--- src/rtl/control_pkg.sv ---
// Shared control-path types for the datapath ALU: opcodes, status flags and
// the sequencing state of the iterative multiply/divide ALU.
package control;

  typedef enum logic [3:0] {
    OP_ADD = 4'd0,
    OP_SUB = 4'd1,
    OP_SHL = 4'd2,
    OP_ROL = 4'd3,
    OP_SHR = 4'd4,
    OP_ROR = 4'd5,
    OP_AND = 4'd6,
    OP_OR  = 4'd7,
    OP_XOR = 4'd8,
    OP_NOT = 4'd9,
    OP_MUL = 4'd10,
    OP_DIV = 4'd11
  } alu_op_e;

  typedef struct packed {
    logic zero;
    logic carry;
    logic negative;
    logic overflow;
    logic remainder;
    logic div_zero;
  } alu_flags_t;

  typedef enum logic {
    IDLE = 1'b0,
    BUSY = 1'b1
  } alu_state_e;

  // Divide by zero completes in one cycle, so it never enters the iterative path.
  function automatic logic is_iterative(input alu_op_e op, input logic b_is_zero);
    return (op == OP_MUL) || ((op == OP_DIV) && !b_is_zero);
  endfunction

endpackage

--- src/rtl/alu_seq_muldiv_iter.sv ---
// Iterative datapath for MUL (shift-add) and DIV (restoring): one iteration per
// step, WIDTH steps per operation. res_* present the result of the current step.
module alu_muldiv_iter
  import control::*;
#(
  parameter int WIDTH = 8
) (
  input  logic             clock,
  input  logic             reset,
  input  logic             load,
  input  logic             is_div,
  input  logic [WIDTH-1:0] operand_a,
  input  logic [WIDTH-1:0] operand_b,
  input  logic             step,
  output logic             last,
  output logic [WIDTH-1:0] res_lo,
  output logic [WIDTH-1:0] res_hi
);

  localparam int CNT_W = $clog2(WIDTH) + 1;

  // hi_r: partial product high half / partial remainder
  // lo_r: multiplier being shifted out / dividend becoming quotient
  logic [WIDTH-1:0] hi_r;
  logic [WIDTH-1:0] lo_r;
  logic [WIDTH-1:0] b_r;
  logic [CNT_W-1:0] count_r;
  logic             is_div_r;

  logic [WIDTH:0]   add_s;
  logic [WIDTH:0]   shifted_s;
  logic [WIDTH:0]   diff_s;
  logic             fits_s;
  logic [WIDTH-1:0] hi_nxt_s;
  logic [WIDTH-1:0] lo_nxt_s;

  // One iteration of either algorithm, computed from the partial registers.
  always_comb begin
    add_s     = {1'b0, hi_r} + {1'b0, b_r};
    shifted_s = {hi_r, lo_r[WIDTH-1]};
    diff_s    = shifted_s - {1'b0, b_r};
    // Bit WIDTH of the difference is set exactly when the divisor does not fit.
    fits_s    = ~diff_s[WIDTH];
    if (is_div_r) begin
      if (fits_s) begin
        hi_nxt_s = diff_s[WIDTH-1:0];
      end else begin
        hi_nxt_s = shifted_s[WIDTH-1:0];
      end
      lo_nxt_s = {lo_r[WIDTH-2:0], fits_s};
    end else if (lo_r[0]) begin
      hi_nxt_s = add_s[WIDTH:1];
      lo_nxt_s = {add_s[0], lo_r[WIDTH-1:1]};
    end else begin
      hi_nxt_s = {1'b0, hi_r[WIDTH-1:1]};
      lo_nxt_s = {hi_r[0], lo_r[WIDTH-1:1]};
    end
  end

  // Partial registers and iteration counter.
  always_ff @(posedge clock) begin
    if (reset) begin
      hi_r     <= {WIDTH{1'b0}};
      lo_r     <= {WIDTH{1'b0}};
      b_r      <= {WIDTH{1'b0}};
      count_r  <= {CNT_W{1'b0}};
      is_div_r <= 1'b0;
    end else if (load) begin
      hi_r     <= {WIDTH{1'b0}};
      lo_r     <= operand_a;
      b_r      <= operand_b;
      count_r  <= CNT_W'(WIDTH);
      is_div_r <= is_div;
    end else if (step && (count_r != {CNT_W{1'b0}})) begin
      hi_r     <= hi_nxt_s;
      lo_r     <= lo_nxt_s;
      count_r  <= count_r - CNT_W'(1);
    end
  end

  assign last   = (count_r == CNT_W'(1));
  assign res_lo = lo_nxt_s;
  assign res_hi = hi_nxt_s;

endmodule

--- src/rtl/alu_seq.sv ---
// Parametrised sequential ALU: single-cycle logic/arithmetic/shift ops plus
// iterative MUL/DIV, with status flags, start/ready/done handshake and bus gating.
module alu_seq
  import control::*;
#(
  parameter int WIDTH = 8
) (
  input  logic             clock,
  input  logic             reset,
  input  logic             start,
  output logic             ready,
  input  alu_op_e          op,
  input  logic [WIDTH-1:0] operand_a,
  input  logic [WIDTH-1:0] operand_b,
  input  logic             out,
  output logic [WIDTH-1:0] result,
  output logic [WIDTH-1:0] result_hi,
  output alu_flags_t       flags,
  output logic             done
);

  localparam int M = WIDTH - 1;

  alu_state_e       state_r;
  alu_state_e       state_nxt_s;
  logic [WIDTH-1:0] result_r;
  logic [WIDTH-1:0] result_hi_r;
  alu_flags_t       flags_r;
  logic             done_r;
  logic             div_r;

  logic             accept_s;
  logic             iter_s;
  logic             load_s;
  logic             step_s;
  logic             last_s;

  logic [WIDTH:0]   sum_s;
  logic [WIDTH-1:0] sc_lo_s;
  logic [WIDTH-1:0] sc_hi_s;
  logic             sc_defined_s;
  alu_flags_t       sc_flags_s;
  logic [WIDTH-1:0] it_lo_s;
  logic [WIDTH-1:0] it_hi_s;
  alu_flags_t       it_flags_s;

  assign accept_s = start && (state_r == IDLE);
  assign iter_s   = is_iterative(op, operand_b == {WIDTH{1'b0}});

  alu_muldiv_iter #(.WIDTH(WIDTH)) u_iter (
    .clock    (clock),
    .reset    (reset),
    .load     (load_s),
    .is_div   (op == OP_DIV),
    .operand_a(operand_a),
    .operand_b(operand_b),
    .step     (step_s),
    .last     (last_s),
    .res_lo   (it_lo_s),
    .res_hi   (it_hi_s)
  );

  // FSM state register.
  always_ff @(posedge clock) begin
    if (reset) begin
      state_r <= IDLE;
    end else begin
      state_r <= state_nxt_s;
    end
  end

  // Next state and iterative-datapath control.
  always_comb begin
    state_nxt_s = state_r;
    load_s      = 1'b0;
    step_s      = 1'b0;
    case (state_r)
      IDLE: begin
        if (accept_s && iter_s) begin
          load_s      = 1'b1;
          state_nxt_s = BUSY;
        end else begin
          state_nxt_s = IDLE;
        end
      end
      BUSY: begin
        step_s = 1'b1;
        if (last_s) begin
          state_nxt_s = IDLE;
        end else begin
          state_nxt_s = BUSY;
        end
      end
      default: state_nxt_s = IDLE;
    endcase
  end

  // Single-cycle ops; MUL and nonzero DIV never complete through this path.
  always_comb begin
    sum_s        = {(WIDTH+1){1'b0}};
    sc_lo_s      = {WIDTH{1'b0}};
    sc_hi_s      = {WIDTH{1'b0}};
    sc_defined_s = 1'b1;
    sc_flags_s   = 6'b0;
    case (op)
      OP_ADD: begin
        sum_s               = {1'b0, operand_a} + {1'b0, operand_b};
        sc_lo_s             = sum_s[WIDTH-1:0];
        sc_flags_s.carry    = sum_s[WIDTH];
        sc_flags_s.overflow = (operand_a[M] == operand_b[M]) && (sum_s[M] != operand_a[M]);
      end
      OP_SUB: begin
        sum_s               = {1'b0, operand_a} - {1'b0, operand_b};
        sc_lo_s             = sum_s[WIDTH-1:0];
        sc_flags_s.carry    = sum_s[WIDTH];
        sc_flags_s.overflow = (operand_a[M] != operand_b[M]) && (sum_s[M] != operand_a[M]);
      end
      OP_SHL: begin
        sc_lo_s          = {operand_a[M-1:0], 1'b0};
        sc_flags_s.carry = operand_a[M];
      end
      OP_ROL: begin
        sc_lo_s          = {operand_a[M-1:0], operand_a[M]};
        sc_flags_s.carry = operand_a[M];
      end
      OP_SHR: begin
        sc_lo_s          = {1'b0, operand_a[M:1]};
        sc_flags_s.carry = operand_a[0];
      end
      OP_ROR: begin
        sc_lo_s          = {operand_a[0], operand_a[M:1]};
        sc_flags_s.carry = operand_a[0];
      end
      OP_AND: sc_lo_s = operand_a & operand_b;
      OP_OR:  sc_lo_s = operand_a | operand_b;
      OP_XOR: sc_lo_s = operand_a ^ operand_b;
      OP_NOT: sc_lo_s = ~operand_a;
      OP_DIV: begin
        sc_lo_s              = {WIDTH{1'b1}};
        sc_hi_s              = operand_a;
        sc_flags_s.div_zero  = 1'b1;
        sc_flags_s.remainder = (operand_a != {WIDTH{1'b0}});
      end
      OP_MUL: sc_defined_s = 1'b0;
      default: sc_defined_s = 1'b0;
    endcase
    sc_flags_s.zero     = sc_defined_s && (sc_lo_s == {WIDTH{1'b0}});
    sc_flags_s.negative = sc_defined_s && sc_lo_s[M];
  end

  // Flags for a completing MUL/DIV, taken from the final iteration.
  always_comb begin
    it_flags_s           = 6'b0;
    it_flags_s.zero      = (it_lo_s == {WIDTH{1'b0}});
    it_flags_s.negative  = it_lo_s[M];
    if (div_r) begin
      it_flags_s.remainder = (it_hi_s != {WIDTH{1'b0}});
    end else begin
      it_flags_s.carry     = (it_hi_s != {WIDTH{1'b0}});
    end
  end

  // Result/flag registers and the done pulse.
  always_ff @(posedge clock) begin
    if (reset) begin
      result_r    <= {WIDTH{1'b0}};
      result_hi_r <= {WIDTH{1'b0}};
      flags_r     <= 6'b0;
      done_r      <= 1'b0;
      div_r       <= 1'b0;
    end else begin
      if ((state_r == IDLE) && accept_s && !iter_s) begin
        result_r    <= sc_lo_s;
        result_hi_r <= sc_hi_s;
        flags_r     <= sc_flags_s;
        done_r      <= 1'b1;
      end else if ((state_r == BUSY) && last_s) begin
        result_r    <= it_lo_s;
        result_hi_r <= it_hi_s;
        flags_r     <= it_flags_s;
        done_r      <= 1'b1;
      end else begin
        done_r      <= 1'b0;
      end
      if (load_s) begin
        div_r <= (op == OP_DIV);
      end
    end
  end

  assign ready     = (state_r == IDLE);
  assign done      = done_r;
  assign flags     = flags_r;
  assign result    = out ? result_r : {WIDTH{1'b0}};
  assign result_hi = out ? result_hi_r : {WIDTH{1'b0}};

endmodule

--- config.mk ---
export PLATFORM = sky130hd
export DESIGN_NAME = alu_seq
export DESIGN_NICKNAME = d
export VERILOG_FILES = /design/src/rtl/control_pkg.sv /design/src/rtl/alu_seq_muldiv_iter.sv /design/src/rtl/alu_seq.sv
export SDC_FILE = /design/constraint.sdc
export NUM_CORES = 1
export LEC_CHECK = 0
export BUFFER_PORTS_ARGS = -buffer_cell sky130_fd_sc_hd__buf_2
export CELL_PAD_IN_SITES_DETAIL_PLACEMENT = 2
export CELL_PAD_IN_SITES_GLOBAL_PLACEMENT = 2
export CORE_ASPECT_RATIO = 2
export CORE_MARGIN = 2
export CORE_UTILIZATION = 32
export DETAILED_ROUTE_END_ITERATION = 8
export PLACE_DENSITY_LB_ADDON = 0.1
export SLEW_MARGIN = 20
export SYNTH_ARGS = -nofsm -noshare
export SYNTH_HDL_FRONTEND = slang
export SYNTH_SLANG_ARGS = --single-unit
--- constraint.sdc ---
create_clock -name clock -period 2.94 [get_ports clock]
set_input_delay 0.147 -clock clock [delete_from_list [all_inputs] [get_ports clock]]
set_output_delay 0.147 -clock clock [all_outputs]
set_load 0.02 [all_outputs]
## After elaboration in Yosys (flattened, before gate mapping)

Index checks and enable logic that the tools add are counted.

- Bitwise gates (word level): 6
- Add/sub/neg operators: 5
- Reductions and logical operators: 27
- Eq/ne operators: 16
- Multiplexer cells: 32

Operator list:

| cell | number |
|---|---|
| 2-to-1 mux 8 bit | 14 |
| one-hot mux 8 bit (11 select lines) | 1 |
| zero test 8 bit | 3 |
| adder 8 x 8 -> 9 bit | 2 |
| equality test 4 x 3 -> 1 bit (second input constant) | 4 |
| equality test 4 bit (second input constant) | 4 |
| nonzero test 8 bit | 2 |
| 2-to-1 mux 6 bit | 2 |
| logical AND 1 bit | 11 |
| OR reduction 11 bit | 1 |
| 2-to-1 mux 1 bit | 9 |
| subtractor 8 x 8 -> 9 bit | 1 |
| subtractor 9 x 8 -> 9 bit | 1 |
| AND 8 bit | 1 |
| equality test 4 x 1 -> 1 bit (second input constant) | 2 |
| equality test 4 x 2 -> 1 bit (second input constant) | 2 |
| 2-to-1 mux 4 bit | 2 |
| inverter 8 bit | 1 |
| bitwise OR 8 bit | 1 |
| XOR 8 bit | 1 |
| OR reduction 2 bit | 3 |
| zero test 4 bit | 1 |
| one-hot mux 1 bit (2 select lines) | 2 |
| one-hot mux 1 bit (4 select lines) | 1 |
| other kinds (9) | 14 |

- Bits of input ports: 24
- Output and inout bits: 24
- Register bits: 53

## Depth between registers and ports, before layout

Gate-level depths: netlist of run 1.

- Word-level depth: 8
- Mapped depth: 12
- Mapped depth without buffers: 12

## Cells and area by module

A second synthesis of run 1 with hierarchy kept.

- Cell total of the unflattened synthesis: 656
- Area, all modules: 4,982.3 sq um

By module, submodules not included:

| module | seq. area each (sq um) | cells each | instances | area each (sq um) |
|---|---|---|---|---|
| alu_seq | 500.5 | 373 | 1 | 2,730.1 |
| alu_muldiv_iter | 580.6 | 283 | 1 | 2,252.2 |

## Worst setup path after synthesis of run 1

No wires, ideal clock.

- Path type: reg2reg
- From: reg u_iter.lo_r[7]
- To: reg flags_r (netlist bit flags[1])
- Setup time: 133 ps
- Cell stages (with the launch flop): 12
- Buffers on the path: 0
- Arrival time: 2,958 ps
- Slack: -151 ps
- Path through: dfxtp_1 > inv_1 > ha_1 > fa_1 > nand2b_1 > a21o_2 > a31oi_4 > nor3_1 > or4_4 > or3b_4 > a2111oi_4 > a21oi_1

- Longest elaborated chain between the ends: 7

Ends and longest elaborated chain:

| element | RTL line | RTL |
|---|---|---|
| start, declared | alu_seq_muldiv_iter.sv:25 | `logic [WIDTH-1:0] lo_r;` |
| start signal, assigned | alu_seq_muldiv_iter.sv:64 | `lo_r <= {WIDTH{1'b0}};` |
| start signal, assigned | alu_seq_muldiv_iter.sv:70 | `lo_r <= operand_a;` |
| start signal, assigned | alu_seq_muldiv_iter.sv:76 | `lo_r <= lo_nxt_s;` |
| subtractor 9 x 8 -> 9 bit | alu_seq_muldiv_iter.sv:41 | `diff_s = shifted_s - {1'b0, b_r};` |
| 2-to-1 mux 8 bit (*) | alu_seq_muldiv_iter.sv:45 | `if (fits_s) begin` |
| 2-to-1 mux 8 bit (*) | alu_seq_muldiv_iter.sv:44 | `if (is_div_r) begin` |
| nonzero test 8 bit (*) | alu_seq.sv:157 | `it_flags_s.remainder = (it_hi_s != {WIDTH{1'b0}});` |
| 2-to-1 mux 1 bit (*) | alu_seq.sv:156 | `if (div_r) begin` |
| 2-to-1 mux 6 bit (*) | alu_seq.sv:177 | `end else if ((state_r == BUSY) && last_s) begin` |
| 2-to-1 mux 6 bit (*) | alu_seq.sv:172 | `if ((state_r == IDLE) && accept_s && !iter_s) begin` |
| end signal, assigned | alu_seq.sv:175 | `flags_r <= sc_flags_s;` |
| end signal, assigned | alu_seq.sv:180 | `flags_r <= it_flags_s;` |
| end, declared | alu_seq.sv:28 | `alu_flags_t flags_r;` |

Every way passes the cells marked *; elsewhere a longest branch is shown, timed or not. The select of a mux whose other input is x is not followed.
A chain may end at the register's enable or synchronous reset.

## Worst setup path in the final report of run 1

- From: reg u_iter.lo_r[7]
- To: reg flags_r (netlist bit flags[4])

- Longest elaborated chain between the ends: 7

Ends and longest elaborated chain:

| element | RTL line | RTL |
|---|---|---|
| subtractor 9 x 8 -> 9 bit | alu_seq_muldiv_iter.sv:41 |  |
| 2-to-1 mux 8 bit (*) | alu_seq_muldiv_iter.sv:45 |  |
| 2-to-1 mux 8 bit (*) | alu_seq_muldiv_iter.sv:44 |  |
| nonzero test 8 bit (*) | alu_seq.sv:159 | `it_flags_s.carry = (it_hi_s != {WIDTH{1'b0}});` |
| 2-to-1 mux 1 bit (*) | alu_seq.sv:156 |  |
| 2-to-1 mux 6 bit (*) | alu_seq.sv:177 |  |
| 2-to-1 mux 6 bit (*) | alu_seq.sv:172 |  |

Marked as above.

==> impl_metrics.py, run 1 <==
metrics = {
    "routing": {
        "drtIter0Drc": 152,
        "drt-total-wl_mm": 22.6,
        "drc": 0,
        "vias_per_cell": 5.75,
        "drtAntennaViolNets": 0,
        "drtPass1Iterations": 4,
        "vias": 5466,
        "drt-wirelength-per-cell_um": 23.8,
    },
    "synth": {
        "syn_nets": 733,
        "ys_seq_area_frac": 0.216,
        "postSynthAreaPerCell_um2": 7.42,
        "syn_inst": 663,
        "ys_types": 72,
        "ys_warn_count": 0,
        "synthesis.area_um2": 4920,
        "synth-main-ff-cell": "dfxtp_1",
        "synth_edf_count": 0,
        "async_reset_ff_frac": 0,
        "ys_ff_latch": 53,
    },
    "placed_design": {
        "pre_cts_ws_ns": -0.112,
        "dp_hpwl_mm": 18.3,
        "placed_cells": 934,
        "place_congestion": 0.881,
        "portBuffers": 47,
    },
    "clock_network": {
        "max-clock-path-buffers": 2,
        "cts_buffers": 5,
        "cts_tree": "built",
        "clockRootBuffer": "clkbuf_16",
        "h-tree-depth": 2,
        "clock-sinks": 53,
        "hold_buffers": 0,
        "path_clk_slew_ns": 0.08,
        "worstSkewPairLatency_ns": 0.31,
    },
    "power": {
        "p_sw_frac": 0.356,
        "pwr-share-seq": 0.375,
        "power_frac_comb": 0.312,
        "power_frac_clock": 0.314,
        "power_density_nw_per_um2": 338,
        "ir_drop_uv": 214,
        "power.switching_uw": 731,
        "p_int_uw": 1320,
        "p_leak_uw": 0.00253,
    },
    "floorplan": {
        "dieArea_um2": 16500,
        "die-height_um": 179,
        "rows": 64,
        "coreArea_um2": 15200,
        "ios": 48,
        "start_util": 0.324,
        "die_w_um": 91.7,
    },
    "outcome": {
        "violations": "setup timing",
        "status": "finished, violations left",
    },
    "critical_path": {
        "path_cells": "inv_2 > ha_4 > fa_2 > nand2b_4 > a21o_4 > a31oi_4 > nor3_2 > or4_4 > or3b_4 > nor4_1 > a211oi_1",
        "cpMaxStageDelayCell": "or4_4",
        "reg2reg_depth": 11,
        "rrSetupSlack_ns": -0.12,
        "critPathMaxFanout": 4,
        "max_stage_delay_ns": 0.49,
        "r2r_start": "u_iter.lo_r[7]$_SDFFE_PP0P_",
        "path_class": "reg2reg",
        "crit_arrival_ns": 3.25,
        "critPathLaunchType": "flip-flop",
        "cp_top_family": "simple AND/OR/NAND/NOR gates",
        "required_ns": 3.13,
        "end_kind": "flip-flop",
        "path_buf_inv": 1,
        "worstReg2RegEnd": "flags[4]$_SDFFE_PP0P_",
    },
    "timing": {
        "finalSetupViolCount": 2,
        "min_period_over_period": 1.04,
        "period_needed_ns": 3.06,
        "final.setup.worst_slack_ns": -0.123,
        "tns_ns": -0.129,
        "hold_violations": 0,
        "clock_skew_ns": 0.0105,
        "report.final.slew_viol_count": 0,
        "fmax_mhz": 326,
        "worst_slew_pin_slew_ns": 0.752,
        "relSlewSlack": 0.492,
        "rsz0062_at_grt": "true",
    },
    "cells_and_area": {
        "n_antenna_cell": 0,
        "area_growth_pct": 23.4,
        "drive_gt1_frac": 0.238,
        "final_cells": 950,
        "mostFrequentLayoutCell": "nand2_1",
        "final_cell_mix": "80 x nand2_1, 71 x buf_4, 60 x a21oi_1",
        "nNetsFinal": 821,
    },
    "global_route": {
        "grt-ovfl-total": 0,
        "grt_use_total": 0.273,
        "first_global_vias": 6263,
        "grt_pass1_wl_mm": 34.3,
        "grt_max_degree": 31,
        "antenna_found_initial": 0,
    },
    "job": {
        "maxCapViolCount": 0,
    },
    "min_path": {
        "hp-start": "operand_b[4]",
        "worstHoldEndpoint": "u_iter.b_r[4]$_SDFFE_PP0P_",
        "hp-class": "in2reg",
        "hold_path_depth": 3,
    },
}
## power groups by stage
| stage | Combinational, uW | Sequential, uW | Clock (uW) |
|---|---|---|---|
| after floorplan | 349 | 779 | 0 |
| after global placement | 584 | 784 | 0 |
| after detailed placement | 608 | 785 | 0 |
| after CTS | 619 | 768 | 662 |
| after global routing | 693 | 771 | 679 |
| final | 640 | 768 | 643 |
## final cells by class
cell class,count,area (um2)
sequential,53,1070
timing repair buffer,119,779
inverter,43,161
fill,1825,9140
multi-input combinational,529,3670
clock buffer,5,125
clock inverter,3,26.3
tap,198,248
## synthesized netlist by cell type, types with 11 or more instances
| cell type | number | area share |
|---|---|---|
| nand2_1 | 80 | 0.061 |
| a21oi_1 | 67 | 0.068 |
| nor2_1 | 58 | 0.044 |
| dfxtp_1 | 53 | 0.22 |
| inv_1 | 43 | 0.033 |
| ha_1 | 42 | 0.11 |
| o21ai_0 | 31 | 0.032 |
| clkbuf_1 | 27 | 0.021 |
| nor3_1 | 22 | 0.022 |
| and2_1 | 18 | 0.023 |
| nand3_1 | 16 | 0.016 |
| a211oi_1 | 15 | 0.023 |
| mux2i_1 | 13 | 0.026 |
| o211ai_1 | 12 | 0.018 |
| a221oi_1 | 11 | 0.020 |
| nand2b_1 | 11 | 0.014 |
## state kept, by name, indices dropped and copies added (netlist names), 4 cells and up
signal and flops:
flags 6, result_hi_r 8, result_r 8, u_iter.b_r 8
u_iter.count_r 4, u_iter.hi_r 8, u_iter.lo_r 8
## layer usage
| metal | up-vias | part of all wire | wire length, um | global-route usage |
|---|---|---|---|---|
| li1 | 2552 | - | - | - |
| met1 | 2748 | 0.33 | 7460 | 0.239 |
| met2 | 101 | 0.59 | 13500 | 0.591 |
| met3 | 65 | 0.014 | 306 | 0.0134 |
| met4 | 0 | 0.062 | 1410 | 0.150 |
| met5 | - | 0 | 0 | 0 |
## timing repair
| item | in CTS | in global routing |
|---|---|---|
| buffers inserted | 5 | 3 |
| setup endpoints to repair | 3 | 10 |
| pin swaps | 9 | 11 |
| resized for setup | 10 | 23 |
## cell families (layout without fill, tap and decap cells)
kind of cell    after synthesis  after routing  synth area share
compound gates              199            199             0.273
xor+xnor                     18             18            0.0336
fa+ha+maj                    46             46             0.123
buf+inv                      81            170            0.0730
flops                        53             53             0.216
mux                          19             19            0.0402
simple gates                247            247             0.242
## worst min-delay path, delay by kind of cell
kind	cells	cell delay, ns
AND/OR/NAND/NOR	1	0.06
AO/OA/AOI/OAI	1	0.05
buffers and inverters	1	0.13
## worst max path at each step
stage | from | endpoint | slack [ns] | depth (start not counted)
floorplan | u_iter.lo_r[7]$_SDFFE_PP0P_ | flags[4]$_SDFFE_PP0P_ | 0.06 | 11
global placement | u_iter.hi_r[0]$_SDFFE_PP0P_ | flags[4]$_SDFFE_PP0P_ | -0.009 | 10
detailed placement | u_iter.hi_r[0]$_SDFFE_PP0P_ | flags[4]$_SDFFE_PP0P_ | -0.11 | 10
CTS | u_iter.lo_r[7]$_SDFFE_PP0P_ | flags[1]$_SDFFE_PP0P_ | -0.03 | 11
global route | u_iter.lo_r[7]$_SDFFE_PP0P_ | flags[4]$_SDFFE_PP0P_ | -0.21 | 11
finish | u_iter.lo_r[7]$_SDFFE_PP0P_ | flags[4]$_SDFFE_PP0P_ | -0.12 | 11
## through the flow
step	hold slack (ns)	util	total power [uW]	area, um2
detailed placement	0.448	0.375	1390	5710
global route	0.153	0.399	2140	6080
global placement	0.428	0.375	1370	5710
finish	0.132	0.399	2050	6080
floorplan	0.231	-	1130	4940
CTS	0.124	0.391	2050	5940
Power figures use the tool's default switching activity.
==> run 2, diff against run 1 <==
--- a/config.mk
+++ b/config.mk
@@ -12,8 +12,11 @@
 export CORE_MARGIN = 2
 export CORE_UTILIZATION = 32
 export DETAILED_ROUTE_END_ITERATION = 8
+export GPL_TIMING_DRIVEN = 0
+export HOLD_SLACK_MARGIN = 0.06
 export PLACE_DENSITY_LB_ADDON = 0.1
 export SLEW_MARGIN = 20
 export SYNTH_ARGS = -nofsm -noshare
 export SYNTH_HDL_FRONTEND = slang
+export SYNTH_HIERARCHICAL = 1
 export SYNTH_SLANG_ARGS = --single-unit
==> impl_metrics.py, run 2 <==
metrics = {
    "outcome": {
        "status": "finished, violations left",
        "violations": "setup timing",
    },
    "routing": {
        "drtPass1Iterations": 4,
        "vias_per_cell": 5.83,
        "vias": 5336,
        "drt-total-wl_mm": 22.8,
        "drt-wirelength-per-cell_um": 24.9,
        "drc": 0,
        "drtIter0Drc": 129,
        "drtAntennaViolNets": 0,
    },
    "critical_path": {
        "path_buf_inv": 4,
        "max_stage_delay_ns": 0.37,
        "path_class": "reg2reg",
        "crit_arrival_ns": 3.51,
        "required_ns": 3.14,
        "rrSetupSlack_ns": -0.38,
        "cpMaxStageDelayCell": "fa_2",
        "crit_start": "u_iter/lo_r[7]$_SDFFE_PP0P_",
        "path_cells": "inv_2 > ha_4 > inv_2 > fa_2 > a211oi_4 > o31ai_4 > mux2i_2 > buf_6 > buf_6 > and3_4 > a211oi_4 > nor2_2 > nor4_2 > a21oi_1 > nor2_1 > o221ai_1 > o2111a_1",
        "critPathLaunchType": "flip-flop",
        "critPathMaxFanout": 6,
        "r2r_start": "u_iter/lo_r[7]$_SDFFE_PP0P_",
        "end_kind": "flip-flop",
        "cp_top_family": "compound AO/OA/AOI/OAI gates",
    },
    "placed_design": {
        "place_congestion": 0.842,
        "dp_hpwl_mm": 18.9,
        "portBuffers": 47,
        "post_dp_cell_area_um2": 5470,
    },
    "floorplan": {
        "dieArea_um2": 16600,
        "coreArea_um2": 15300,
        "rows": 64,
        "ios": 48,
        "start_util": 0.326,
        "die-height_um": 180,
        "die_w_um": 92.2,
    },
    "timing": {
        "worst_slew_pin_slew_ns": 1.07,
        "relSlewSlack": 0.284,
        "holdWs_ns": 0.157,
        "final.setup.worst_slack_ns": -0.375,
        "clock_skew_ns": 0.00293,
        "fmax_mhz": 302,
        "period_needed_ns": 3.32,
        "finalSetupViolCount": 4,
        "rsz0062_at_grt": "true",
        "hold_violations": 0,
        "report.final.slew_viol_count": 0,
        "min_period_over_period": 1.13,
    },
    "clock_network": {
        "clockRootBuffer": "clkbuf_16",
        "max-clock-path-buffers": 2,
        "cts_tree": "built",
        "h-tree-depth": 2,
        "cts_buffers": 5,
        "worstSkewPairLatency_ns": 0.30,
        "clock-sinks": 54,
        "path_clk_slew_ns": 0.07,
    },
    "job": {
        "maxCapViolCount": 0,
    },
    "synth": {
        "synthesis.area_um2": 4980,
        "yosysTopAreaCellShare": 0.217,
        "postSynthAreaPerCell_um2": 7.59,
        "synth_edf_count": 0,
        "synthAdderAreaFrac": 0.122,
        "async_reset_ff_frac": 0,
        "synth-main-ff-cell": "dfxtp_1",
        "synthTopCellsByCount": "73 x nor2_1, 54 x a21oi_1, 54 x dfxtp_1",
        "ys_types": 69,
        "synth_compound_area_frac": 0.258,
        "synth-xor-area-share": 0.0281,
        "synth_top_family_by_area": "compound AO/OA/AOI/OAI gates",
        "syn_inst": 656,
        "syn_nets": 726,
        "ys_ff_latch": 54,
        "yosys.area.top_type": "dfxtp_1",
        "yosys.cell_count.top_type": "nor2_1",
        "synth_simple_gate_area_frac": 0.234,
        "synth.area.mux_share": 0.0736,
        "ys_warn_count": 6,
        "post_synth_main_area_contributors": "dfxtp_1 22%, ha_1 11%, mux2i_1 6.2%, nor2_1 5.5%, a21oi_1 5.4%",
        "ys_seq_area_frac": 0.217,
    },
    "cells_and_area": {
        "area_growth_pct": 17.6,
        "fin_util": 0.383,
        "drive_gt1_frac": 0.181,
        "n_antenna_cell": 0,
        "mostFrequentLayoutCell": "nor2_1",
        "final_cell_mix": "69 x nor2_1, 59 x buf_2, 53 x a21oi_1",
        "design_area_um2": 5860,
        "nNetsFinal": 787,
    },
    "global_route": {
        "antenna_found_initial": 0,
        "grt_max_degree": 16,
        "first_global_vias": 6202,
        "grt-ovfl-total": 0,
        "grt_use_total": 0.278,
        "grt_pass1_wl_mm": 34.8,
    },
    "min_path": {
        "hp-start": "operand_b[0]",
        "hp-class": "in2reg",
    },
    "power": {
        "power_density_nw_per_um2": 359,
        "ir_drop_uv": 241,
        "p_leak_uw": 0.00257,
    },
}
-- run 2: cell types whose count changed after synthesis, moves of 9 or more --
cell / previous run / this run
nand2_1: 80 / 42
mux2i_1: 13 / 31
nor2_1: 58 / 73
a21oi_1: 67 / 54
nor3_1: 22 / 10
buf_2: 0 / 11
a211oi_1: 15 / 25
a21o_1: 3 / 12
-- run 2: final timing paths --
kind,depth (start not counted),to
max,17,flags[4]$_SDFFE_PP0P_
min reg2reg,2,flags[2]$_SDFFE_PP0P_
max reg2reg,17,flags[4]$_SDFFE_PP0P_
min,3,u_iter/b_r[0]$_SDFFE_PP0P_
-- run 2: final cells by class --
type	count	area [um2]
Multi-Input combinational cell	517	3710
Fill cell	1828	9440
Buffer	40	175
Inverter	45	169
Clock buffer	6	139
Sequential cell	54	1090
Clock inverter	1	30.0
Tap cell	198	248
Timing Repair Buffer	54	295
-- run 2: cell families (layout without fill, tap and decap cells) --
family / Yosys count / after routing
buffers and inverters: 85 / 146
muxes: 36 / 36
DFF: 54 / 54
adders and majority gates: 46 / 46
AOI/OAI and AO/OA: 186 / 186
xor gates and xnor gates: 16 / 16
and+or+nand+nor: 233 / 233
-- run 2: layer usage --
layer  GRT usage  wire length, um
met5           0                0
met4       0.189             1660
met3      0.0205              326
met2       0.593            13900
met1       0.223             6930
-- run 2: stage by stage --
stage / setup slack [ns] / std cells / TNS, ns / total power (uW)
2_1_floorplan: 0.00588 / 656 / 0 / 1150
3_3_place_gp: -0.668 / 901 / -5.82 / 1350
3_5_place_dp: -0.786 / 901 / -7.90 / 1370
4_1_cts: -0.437 / 914 / -0.808 / 2110
5_1_grt: -0.532 / 915 / -1.38 / 2200
6_report: -0.375 / 915 / -0.703 / 2100
-- run 2: timing repair --
item / in CTS / in global routing
pin swaps: 17 / 12
hold buffers: 0 / 0
hold endpoints to repair: 0 / 0
resized for setup: 29 / 18
setup endpoints to repair: 22 / 12
setup buffers: 6 / 1
-- run 2: tightest hold or removal path: cells and delay by family --
family | cells | cell delay, ns
buffers and inverters | 1 | 0.13
muxes | 1 | 0.08
and+or+nand+nor | 1 | 0.07
-- run 2: power breakdown --
part	leakage (uW)	internal, uW	switching (uW)
combinational	0.00205	219	390
sequential	0.000442	760	21.1
clock	0.0000829	422	290
